### config.mk
export PLATFORM = sky130hd
export DESIGN_NAME = mem_access_unit
export DESIGN_NICKNAME = d
export VERILOG_FILES = /design/src/rtl/mem_access_unit.sv
export SDC_FILE = /design/constraint.sdc
export NUM_CORES = 1
export LEC_CHECK = 0
export BUFFER_PORTS_ARGS = -buffer_cell sky130_fd_sc_hd__buf_2
export CORE_MARGIN = 3
export CORE_UTILIZATION = 40
export DETAILED_ROUTE_END_ITERATION = 16
export PLACE_DENSITY_LB_ADDON = 0.12
export SYNTH_ARGS = -nofsm -noshare
export SYNTH_HDL_FRONTEND = slang
export SYNTH_SLANG_ARGS = --single-unit
### constraint.sdc
create_clock -name clk -period 5.4 [get_ports clk]
set_clock_uncertainty 0.15 [all_clocks]
set_input_delay 0.81 -clock clk [delete_from_list [all_inputs] [get_ports clk]]
set_output_delay 0.81 -clock clk [all_outputs]
set_load 0.01 [all_outputs]
### src/rtl/mem_access_unit.sv
// Memory-stage load/store engine: sized request/ready access to data memory,
// pipeline stall while outstanding, timeout abort, and MEM/WB result register.
module mem_access_unit #(
    parameter int TIMEOUT = 16
) (
    input  logic        clk,
    input  logic        reset,
    input  logic        RegWrite_i,
    input  logic        MemToReg_i,
    input  logic        Branch_i,
    input  logic        MemRead_i,
    input  logic        MemWrite_i,
    input  logic        FlagZero_i,
    input  logic [31:0] ALUresult_i,
    input  logic [31:0] rd2_i,
    input  logic [4:0]  wr_i,
    input  logic [2:0]  funct3_i,
    output logic        PCSrc_o,
    output logic        stall_o,
    output logic        dmem_req_o,
    output logic        dmem_we_o,
    output logic [31:0] dmem_addr_o,
    output logic [31:0] dmem_wdata_o,
    output logic [3:0]  dmem_wstrb_o,
    input  logic [31:0] dmem_rdata_i,
    input  logic        dmem_ready_i,
    output logic        mem_wb_RegWrite_o,
    output logic        mem_wb_MemToReg_o,
    output logic [31:0] ReadData_o,
    output logic [31:0] ALUresult_o,
    output logic [4:0]  wr_o,
    output logic        err_o
);

    localparam int CW = $clog2(TIMEOUT);

    typedef enum logic {
        IDLE,
        ACCESS
    } state_e;

    state_e      state_q, state_d;
    logic [CW-1:0] cnt_q, cnt_d;
    logic        req_q, req_d;
    logic        we_q, we_d;
    logic [31:0] addr_q, addr_d;
    logic [31:0] wdata_q, wdata_d;
    logic [3:0]  wstrb_q, wstrb_d;
    logic        err_q, err_d;
    logic        rw_q, rw_d;
    logic        m2r_q, m2r_d;
    logic [31:0] rdata_q, rdata_d;
    logic [31:0] alu_q, alu_d;
    logic [4:0]  wr_q, wr_d;

    logic        memop;
    logic        f3_ok;
    logic        align_ok;
    logic        legal;
    logic [31:0] st_wdata;
    logic [3:0]  st_wstrb;
    logic [31:0] lane_w;
    logic [31:0] ld_data;

    assign PCSrc_o = Branch_i & FlagZero_i;
    assign memop   = MemRead_i | MemWrite_i;

    always_comb begin
        f3_ok = 1'b0;
        if (MemRead_i) begin
            case (funct3_i)
                3'b000, 3'b001, 3'b010, 3'b100, 3'b101: f3_ok = 1'b1;
                default: f3_ok = 1'b0;
            endcase
        end else begin
            case (funct3_i)
                3'b000, 3'b001, 3'b010: f3_ok = 1'b1;
                default: f3_ok = 1'b0;
            endcase
        end
    end

    always_comb begin
        case (funct3_i[1:0])
            2'b01:   align_ok = ~ALUresult_i[0];
            2'b10:   align_ok = (ALUresult_i[1:0] == 2'b00);
            default: align_ok = 1'b1;
        endcase
    end

    assign legal = (MemRead_i ^ MemWrite_i) & f3_ok & align_ok;

    // Stores replicate the datum across lanes; strobes pick the live bytes.
    always_comb begin
        case (funct3_i[1:0])
            2'b00: begin
                st_wdata = {4{rd2_i[7:0]}};
                st_wstrb = 4'b0001 << ALUresult_i[1:0];
            end
            2'b01: begin
                st_wdata = {2{rd2_i[15:0]}};
                st_wstrb = ALUresult_i[1] ? 4'b1100 : 4'b0011;
            end
            default: begin
                st_wdata = rd2_i;
                st_wstrb = 4'b1111;
            end
        endcase
    end

    assign lane_w = dmem_rdata_i >> {ALUresult_i[1:0], 3'b000};

    always_comb begin
        case (funct3_i)
            3'b000:  ld_data = {{24{lane_w[7]}}, lane_w[7:0]};
            3'b001:  ld_data = {{16{lane_w[15]}}, lane_w[15:0]};
            3'b100:  ld_data = {24'd0, lane_w[7:0]};
            3'b101:  ld_data = {16'd0, lane_w[15:0]};
            default: ld_data = dmem_rdata_i;
        endcase
    end

    always_comb begin
        state_d = state_q;
        cnt_d   = cnt_q;
        req_d   = req_q;
        we_d    = we_q;
        addr_d  = addr_q;
        wdata_d = wdata_q;
        wstrb_d = wstrb_q;
        err_d   = 1'b0;
        rw_d    = rw_q;
        m2r_d   = m2r_q;
        rdata_d = rdata_q;
        alu_d   = alu_q;
        wr_d    = wr_q;
        stall_o = 1'b0;
        case (state_q)
            IDLE: begin
                if (!memop) begin
                    rw_d    = RegWrite_i;
                    m2r_d   = MemToReg_i;
                    alu_d   = ALUresult_i;
                    wr_d    = wr_i;
                    rdata_d = 32'd0;
                end else if (!legal) begin
                    err_d = 1'b1;
                    rw_d  = 1'b0;
                end else begin
                    stall_o = 1'b1;
                    req_d   = 1'b1;
                    we_d    = MemWrite_i;
                    addr_d  = {ALUresult_i[31:2], 2'b00};
                    wdata_d = MemWrite_i ? st_wdata : 32'd0;
                    wstrb_d = MemWrite_i ? st_wstrb : 4'b0000;
                    cnt_d   = '0;
                    rw_d    = 1'b0;
                    state_d = ACCESS;
                end
            end
            ACCESS: begin
                if (dmem_ready_i) begin
                    req_d   = 1'b0;
                    state_d = IDLE;
                    rw_d    = RegWrite_i;
                    m2r_d   = MemToReg_i;
                    alu_d   = ALUresult_i;
                    wr_d    = wr_i;
                    rdata_d = MemRead_i ? ld_data : 32'd0;
                end else if (cnt_q == CW'(TIMEOUT - 1)) begin
                    req_d   = 1'b0;
                    state_d = IDLE;
                    err_d   = 1'b1;
                    rw_d    = 1'b0;
                end else begin
                    stall_o = 1'b1;
                    cnt_d   = cnt_q + 1'b1;
                    rw_d    = 1'b0;
                end
            end
            default: state_d = IDLE;
        endcase
    end

    always_ff @(posedge clk) begin
        if (reset) begin
            state_q <= IDLE;
            cnt_q   <= '0;
            req_q   <= 1'b0;
            we_q    <= 1'b0;
            addr_q  <= 32'd0;
            wdata_q <= 32'd0;
            wstrb_q <= 4'b0000;
            err_q   <= 1'b0;
            rw_q    <= 1'b0;
            m2r_q   <= 1'b0;
            rdata_q <= 32'd0;
            alu_q   <= 32'd0;
            wr_q    <= 5'd0;
        end else begin
            state_q <= state_d;
            cnt_q   <= cnt_d;
            req_q   <= req_d;
            we_q    <= we_d;
            addr_q  <= addr_d;
            wdata_q <= wdata_d;
            wstrb_q <= wstrb_d;
            err_q   <= err_d;
            rw_q    <= rw_d;
            m2r_q   <= m2r_d;
            rdata_q <= rdata_d;
            alu_q   <= alu_d;
            wr_q    <= wr_d;
        end
    end

    assign dmem_req_o        = req_q;
    assign dmem_we_o         = we_q;
    assign dmem_addr_o       = addr_q;
    assign dmem_wdata_o      = wdata_q;
    assign dmem_wstrb_o      = wstrb_q;
    assign err_o             = err_q;
    assign mem_wb_RegWrite_o = rw_q;
    assign mem_wb_MemToReg_o = m2r_q;
    assign ReadData_o        = rdata_q;
    assign ALUresult_o       = alu_q;
    assign wr_o              = wr_q;

endmodule

; Word-level counts from Yosys, hierarchy flattened
; Index checks and enable logic that the tools add are counted.
[op_classes]
n_addsub = 1
n_eq_ne = 14
shift = 2
n_mux = 46
n_bitwise = 7
n_reduce_logical = 9
[op_table]
columns = cell, count
row1 = two-way mux 32 bit, 6
row2 = one-hot mux 32 bit (2 select lines), 3
row3 = one-hot mux 32 bit (4 select lines), 1
row4 = right shift 32 x 5 -> 16 bit, 1
row5 = two-way mux 4 bit, 6
row6 = two-way mux 1 bit, 19
row7 = one-hot mux 4 bit (2 select lines), 2
row8 = "!= test 2 bit, second input constant", 6
row9 = one-hot mux 1 bit (2 select lines), 6
row10 = two-way mux 5 bit, 2
row11 = one-hot mux 5 bit (2 select lines), 1
row12 = "== test 3 bit, second input constant", 2
row13 = AND reduction 3 bit, 2
row14 = OR reduction 5 bit, 1
row15 = "adder 4 x 1 -> 4 bit, second input constant", 1
row16 = "== test 4 bit, second input constant", 1
row17 = zero test 2 bit, 2
row18 = AND reduction 4 bit, 1
row19 = "<< shifter 1 x 2 -> 4 bit, first input constant", 1
row20 = bitwise AND 1 bit, 3
row21 = "== test 3 x 1 -> 1 bit, second input constant", 1
row22 = "== test 3 x 2 -> 1 bit, second input constant", 1
row23 = zero test 3 bit, 1
row24 = "!= test 3 x 2 -> 1 bit, second input constant", 1
row25 = 7 further kinds, 8
[word_totals]
register_bits = 145
input_bits = 113

; Depth between registers and ports, before layout
[depth]
ltp_word = 9
mapped_depth = 9
ltp_nobuf = 6

; Worst setup path before layout
; OpenSTA, ideal clock, no wires.
[synth_path]
path_kind = input -> output
start = input funct3_i[1]
end = output stall_o
arrival_ns = 2.241
required_time_ns = 4.440
path_slack_ns = 2.199
path_stages = 8
path_buffers = 2
path_cell_list = inv_1 ha_1 buf_2 o21ai_1 a221oi_2 clkbuf_1 nand2_1 nand2_1
[synth_via]
elab_chain_cells = 9
word_cells_on_any_way = 18
cone_classes = eq/ne (6) / mux (7) / bitwise (2) / reduce/logical (3)
[synth_rtl]
columns = item, line_no
row1 = start: declaration, 17  ; input logic [2:0] funct3_i,
row2 = == test 3 bit (tied with other cells), 71  ; case (funct3_i)
row3 = OR reduction 5 bit or OR reduction 3 bit (tied branches), "71, 76"
row4 = "two-way mux 1 bit, on equally long branches", "71, 76"
row5 = two-way mux 1 bit, 70  ; if (MemRead_i) begin
row6 = bitwise AND 1 bit, 91  ; assign legal = (MemRead_i ^ MemWrite_i) & f3_ok & align_ok;
row7 = bitwise AND 1 bit *, 91
row8 = two-way mux 1 bit *, 146  ; end else if (!legal) begin
row9 = two-way mux 1 bit *, 140  ; if (!memop) begin
row10 = one-hot mux 1 bit (2 select lines) *, 138  ; case (state_q)
row11 = end: declaration, 19  ; output logic stall_o,
; Mark *: on every way between the ends. The rest lies on a longest branch, timed or not.

; Worst setup path after layout
; Ends and elaborated chain as after synthesis.

==> flow_results.org <==
** Setup path
- Slowest stage cell on the critical path :: sky130_fd_sc_hd__a221oi_4
- In this run the register-to-register setup slack is 2530 ps.
- Startpoint kind of the worst setup timing path :: input pin
- The worst setup path is captured at an output port.
- Total buffers and inverters traversed by the critical path :: 3
- For this run, the slowest stage of the critical path takes 860 ps.
- In this run the worst path has a maximum fanout of 22.
- The endpoint identified for the worst register-to-register timing path is ReadData_o[5].
- Worst EP arrival :: 3180 ps
- The critical path in this run is classified as in2out.
- The startpoint identified for the worst register-to-register timing path is state_q.
- The kind of cell with the highest combined delay along the critical path is compound AO/OA/AOI/OAI gates.
- Worst EP required :: 4440 ps
- Measured in cells, the most critical reg-to-reg path has a length of 4.
- Ordered list of cells on the worst path :: buf_2 > inv_1 > ha_1 > o21ai_1 > a221oi_4 > nand2_1 > nand2_1 > buf_2

** Logic synthesis
- Average size of a mapped cell :: 8.731 sq um
- Summing the sequential cell areas from Yosys gives 49.04% of the chip area.
- The mapped netlist covers 0.005919 sq mm.
- In this run, synthesis inferred 0 flip-flops with an integrated enable.
- Synthesis produced 678 cells.
- Among all flip-flop cells after synthesis, the most frequent one is sky130_fd_sc_hd__dfxtp_1.
- Counting flops with an async set or reset pin after synthesis yields a share of 0%.
- Number of synthesis warnings :: 0
- Synthesis inferred 145 register bits.
- Unique masters post-synth :: 47

** Clock network
- Clock slew at the register clock pins of the worst setup and hold paths :: 60 ps
- TritonCTS built the clock tree.
- At the later pin of the worst-skew pair, clock insertion delay measures 420 ps.
- The tree built by TritonCTS fans out to 145 sinks.
- Maximum clock insertion buffer count :: 2
- Root cell of the clock tree :: sky130_fd_sc_hd__clkbuf_16
- In this run the post-CTS setup repair buffer count came out at 0.
- Maximum level of the CTS H-tree :: 4
- Total clock buffers created by CTS :: 17
- For this design, the CTS-stage hold fixing added 0 buffers.
- Gates resized during post-CTS repair numbered 0.

** Place
- HPWL Detailed :: 13340 microns
- Number of I/O port buffers :: 254
- # placed instances :: 1060
- Routability-driven placement finished with a final weighted congestion of 0.8445.

** Global route
- Total track usage :: 22.24%
- Largest net degree at the start of global routing :: 64
- Initial antenna violation count :: 0
- Global route overflow :: 0
- Global-route wire length before repair :: 29150 microns
- Vias in the first global route :: 5735

** Timing
- Time the worst path needs with I/O delays and setup :: 4142 ps
- Setup violations remaining at the end of the flow were counted as 0.
- Dividing the final minimum period by the clock period gives 76.70%.
- The worst pin sits at a relative slew slack of 15.96%.
- Final max-slew violation count :: 0
- Number of hold violations in the final report :: 0
- Summed over all failing endpoints, the final setup total negative slack is 0 ps.
- Transition at the pin with the smallest max-transition slack :: 1261 ps
- Static timing analysis puts the maximum clock frequency at 241.5 MHz.
- Unrepaired setup endpoints after global routing :: false

** Hold path
- Counting instances, the worst hold path has a depth of 2.
- The worst hold path belongs to the class reg2reg.
- Hold Path Origin :: ALUresult_o[4]
- Min-Delay Endpoint :: ALUresult_o[4]

** Pwr
- Leak Pwr :: 3.719 nW
- Pwr Density :: 358.4 mW/mm^2
- Worst supply voltage drop on vdd :: 0.0002290 V

** Layout
- In the final layout, the multi-input gates occupy 0.002770 sq mm.
- The sequential cells in the finished layout cover a total of 0.002903 sq mm.
- Cells fill 56.21% of the core in the end.
- Area overhead of the layout relative to synthesis :: 34.37%
- Filler Cell Count :: 1333
- Final nets :: 1017
- The number of antenna diodes in the final layout is 0.
- Cells with a size suffix above 1 make up 32.89% of the layout.
- For this run, the number of standard cells in the final layout without fillers is 1092.

** Detailed routing
- In the final routed layout, each cell accounts on average for 17.13 microns.
- Summed over all layers, the routed wires come to 18700 microns.
- Antenna-violating nets left :: 0
- Initial DRT Pass Iterations :: 6
- Vias per std cell :: 5.426
- Summing over every cut layer, the via total after detailed routing is 5925.
- Number of DRC violations after detailed routing :: 0
- Number of violations reported at the end of detailed-routing iteration 0 :: 446

** Floorplan
- The floorplan has 43 rows.
- In this run the standard cell core region covers 0.01415 sq mm.
- For this configuration, the core starts out at a cell density of 41.83%.
- The floorplan step defined a die boundary enclosing 0.01629 sq mm.
- Number of ports placed on the die boundary :: 257
- From left edge to right edge, the die measures 127.7 microns.
- The die is 127.7 microns tall.

** Outcome
- The flow ran to the end, and the final reports show no timing, DRC or antenna violations.

** Run
- Number of violations of the max-capacitance limit :: 0
-- final cells by class --
cell class,count,share of cell area (%)
Clock buffer,22,5.962
Clock inverter,10,2.863
Inverter,12,0.5663
Multi-Input combinational cell,464,34.83
Sequential cell,145,36.50
Tap cell,180,2.832
Timing Repair Buffer,259,16.45
-- flip-flops by register name, summed over array words and instances (netlist names) --
| signal | flops |
|---|---|
| ALUresult_o | 32 |
| ReadData_o | 32 |
| cnt_q | 4 |
| dmem_addr_o | 30 |
| dmem_req_o | 1 |
| dmem_wdata_o | 32 |
| dmem_we_o | 1 |
| dmem_wstrb_o | 4 |
| err_o | 1 |
| mem_wb_MemToReg_o | 1 |
| mem_wb_RegWrite_o | 1 |
| state_q | 1 |
| wr_o | 5 |
-- Yosys cell counts, drive strengths merged (3+ instances only) --
library cell / n / area (sq um)
mux2i: 12 / 120.1
dfxtp: 145 / 2903
o21ai: 29 / 145.1
ha: 5 / 62.56
inv: 12 / 45.05
buf: 23 / 125.1
a22oi: 25 / 187.7
a31o: 32 / 280.3
mux2: 8 / 90.09
nand3: 4 / 20.02
and2: 3 / 18.77
o2bb2ai: 22 / 192.7
a22o: 20 / 175.2
nor2: 24 / 90.09
clkbuf: 35 / 131.4
nor2b: 3 / 18.77
a221oi: 3 / 32.53
nand2: 142 / 533.0
a21oi: 96 / 480.5
and3: 4 / 25.02
o221ai: 7 / 61.31
-- report_power, final --
| group | switching (mW) | internal, mW |
|---|---|---|
| Sequential | 0.0217 | 1.11 |
| Combinational | 0.203 | 0.122 |
| Clock | 0.444 | 0.949 |
-- layout by cell type, fill, tap and decap left out, types with 5 or more instances in the layout --
| master | n |
|---|---|
| sky130_fd_sc_hd__mux2i_1 | 11 |
| sky130_fd_sc_hd__nand2_1 | 142 |
| sky130_fd_sc_hd__dfxtp_1 | 145 |
| sky130_fd_sc_hd__o221ai_1 | 7 |
| sky130_fd_sc_hd__a21oi_1 | 95 |
| sky130_fd_sc_hd__o21ai_0 | 5 |
| sky130_fd_sc_hd__bufinv_16 | 7 |
| sky130_fd_sc_hd__o21ai_1 | 24 |
| sky130_fd_sc_hd__a22o_1 | 20 |
| sky130_fd_sc_hd__mux2_1 | 7 |
| sky130_fd_sc_hd__ha_1 | 5 |
| sky130_fd_sc_hd__nor2_1 | 22 |
| sky130_fd_sc_hd__buf_4 | 5 |
| sky130_fd_sc_hd__a31o_1 | 32 |
| sky130_fd_sc_hd__a22oi_1 | 25 |
| sky130_fd_sc_hd__inv_1 | 9 |
| sky130_fd_sc_hd__clkbuf_16 | 17 |
| sky130_fd_sc_hd__o2bb2ai_1 | 22 |
| sky130_fd_sc_hd__buf_2 | 254 |
-- per-stage QoR --
step / worst slack [ps] / total power, mW / hold WS (ps) / cell area, sq um
final: 1258 / 2.850 / 298.6 / 7954
after global routing: 957.7 / 2.946 / 313.1 / 7954
after CTS: 1205 / 2.870 / 300.8 / 7954
after detailed placement: 987.6 / 1.480 / 291.2 / 7252
after global placement: 1234 / 1.472 / 285.3 / 7252
after floorplan: 2199 / 1.340 / 318.6 / 5923
-- metal layers --
metal  share of wire [%]  vias to the layer above  GRT usage [%]
met5                   0                        -              0
li1                    -                     2858              -
met1                  43                     2791          28.39
met2                  46                      254          35.89
met4                 1.4                        0          7.241
met3                 8.8                       22          7.083
-- worst min-delay path, cell delays in order (launching register included) --
cell and delay [ps]:
sky130_fd_sc_hd__dfxtp_1 300, sky130_fd_sc_hd__nand2_1 50, sky130_fd_sc_hd__a21oi_1 50
-- cells by family after synthesis --
logic type	Yosys count	synth area share (%)
compound gates	245	27.90
xor+xnor	1	0.1480
fa+ha+maj	5	1.057
buf+inv	70	5.094
flops	145	49.04
mux	20	3.551
other cells	1	0.06335
simple gates	191	13.15
-- worst max-delay path by stage --
stage	startpoint	to	slack [ps]	cells past startpoint
after floorplan	funct3_i[1]	stall_o	2200	8
after global placement	funct3_i[1]	dmem_wdata_o[22]	1230	8
after detailed placement	funct3_i[1]	dmem_wdata_o[28]	990	8
after CTS	funct3_i[1]	stall_o	1200	8
after global routing	funct3_i[1]	stall_o	960	8
final	funct3_i[1]	stall_o	1260	8
Note: power is estimated with default switching activity, not from simulation.
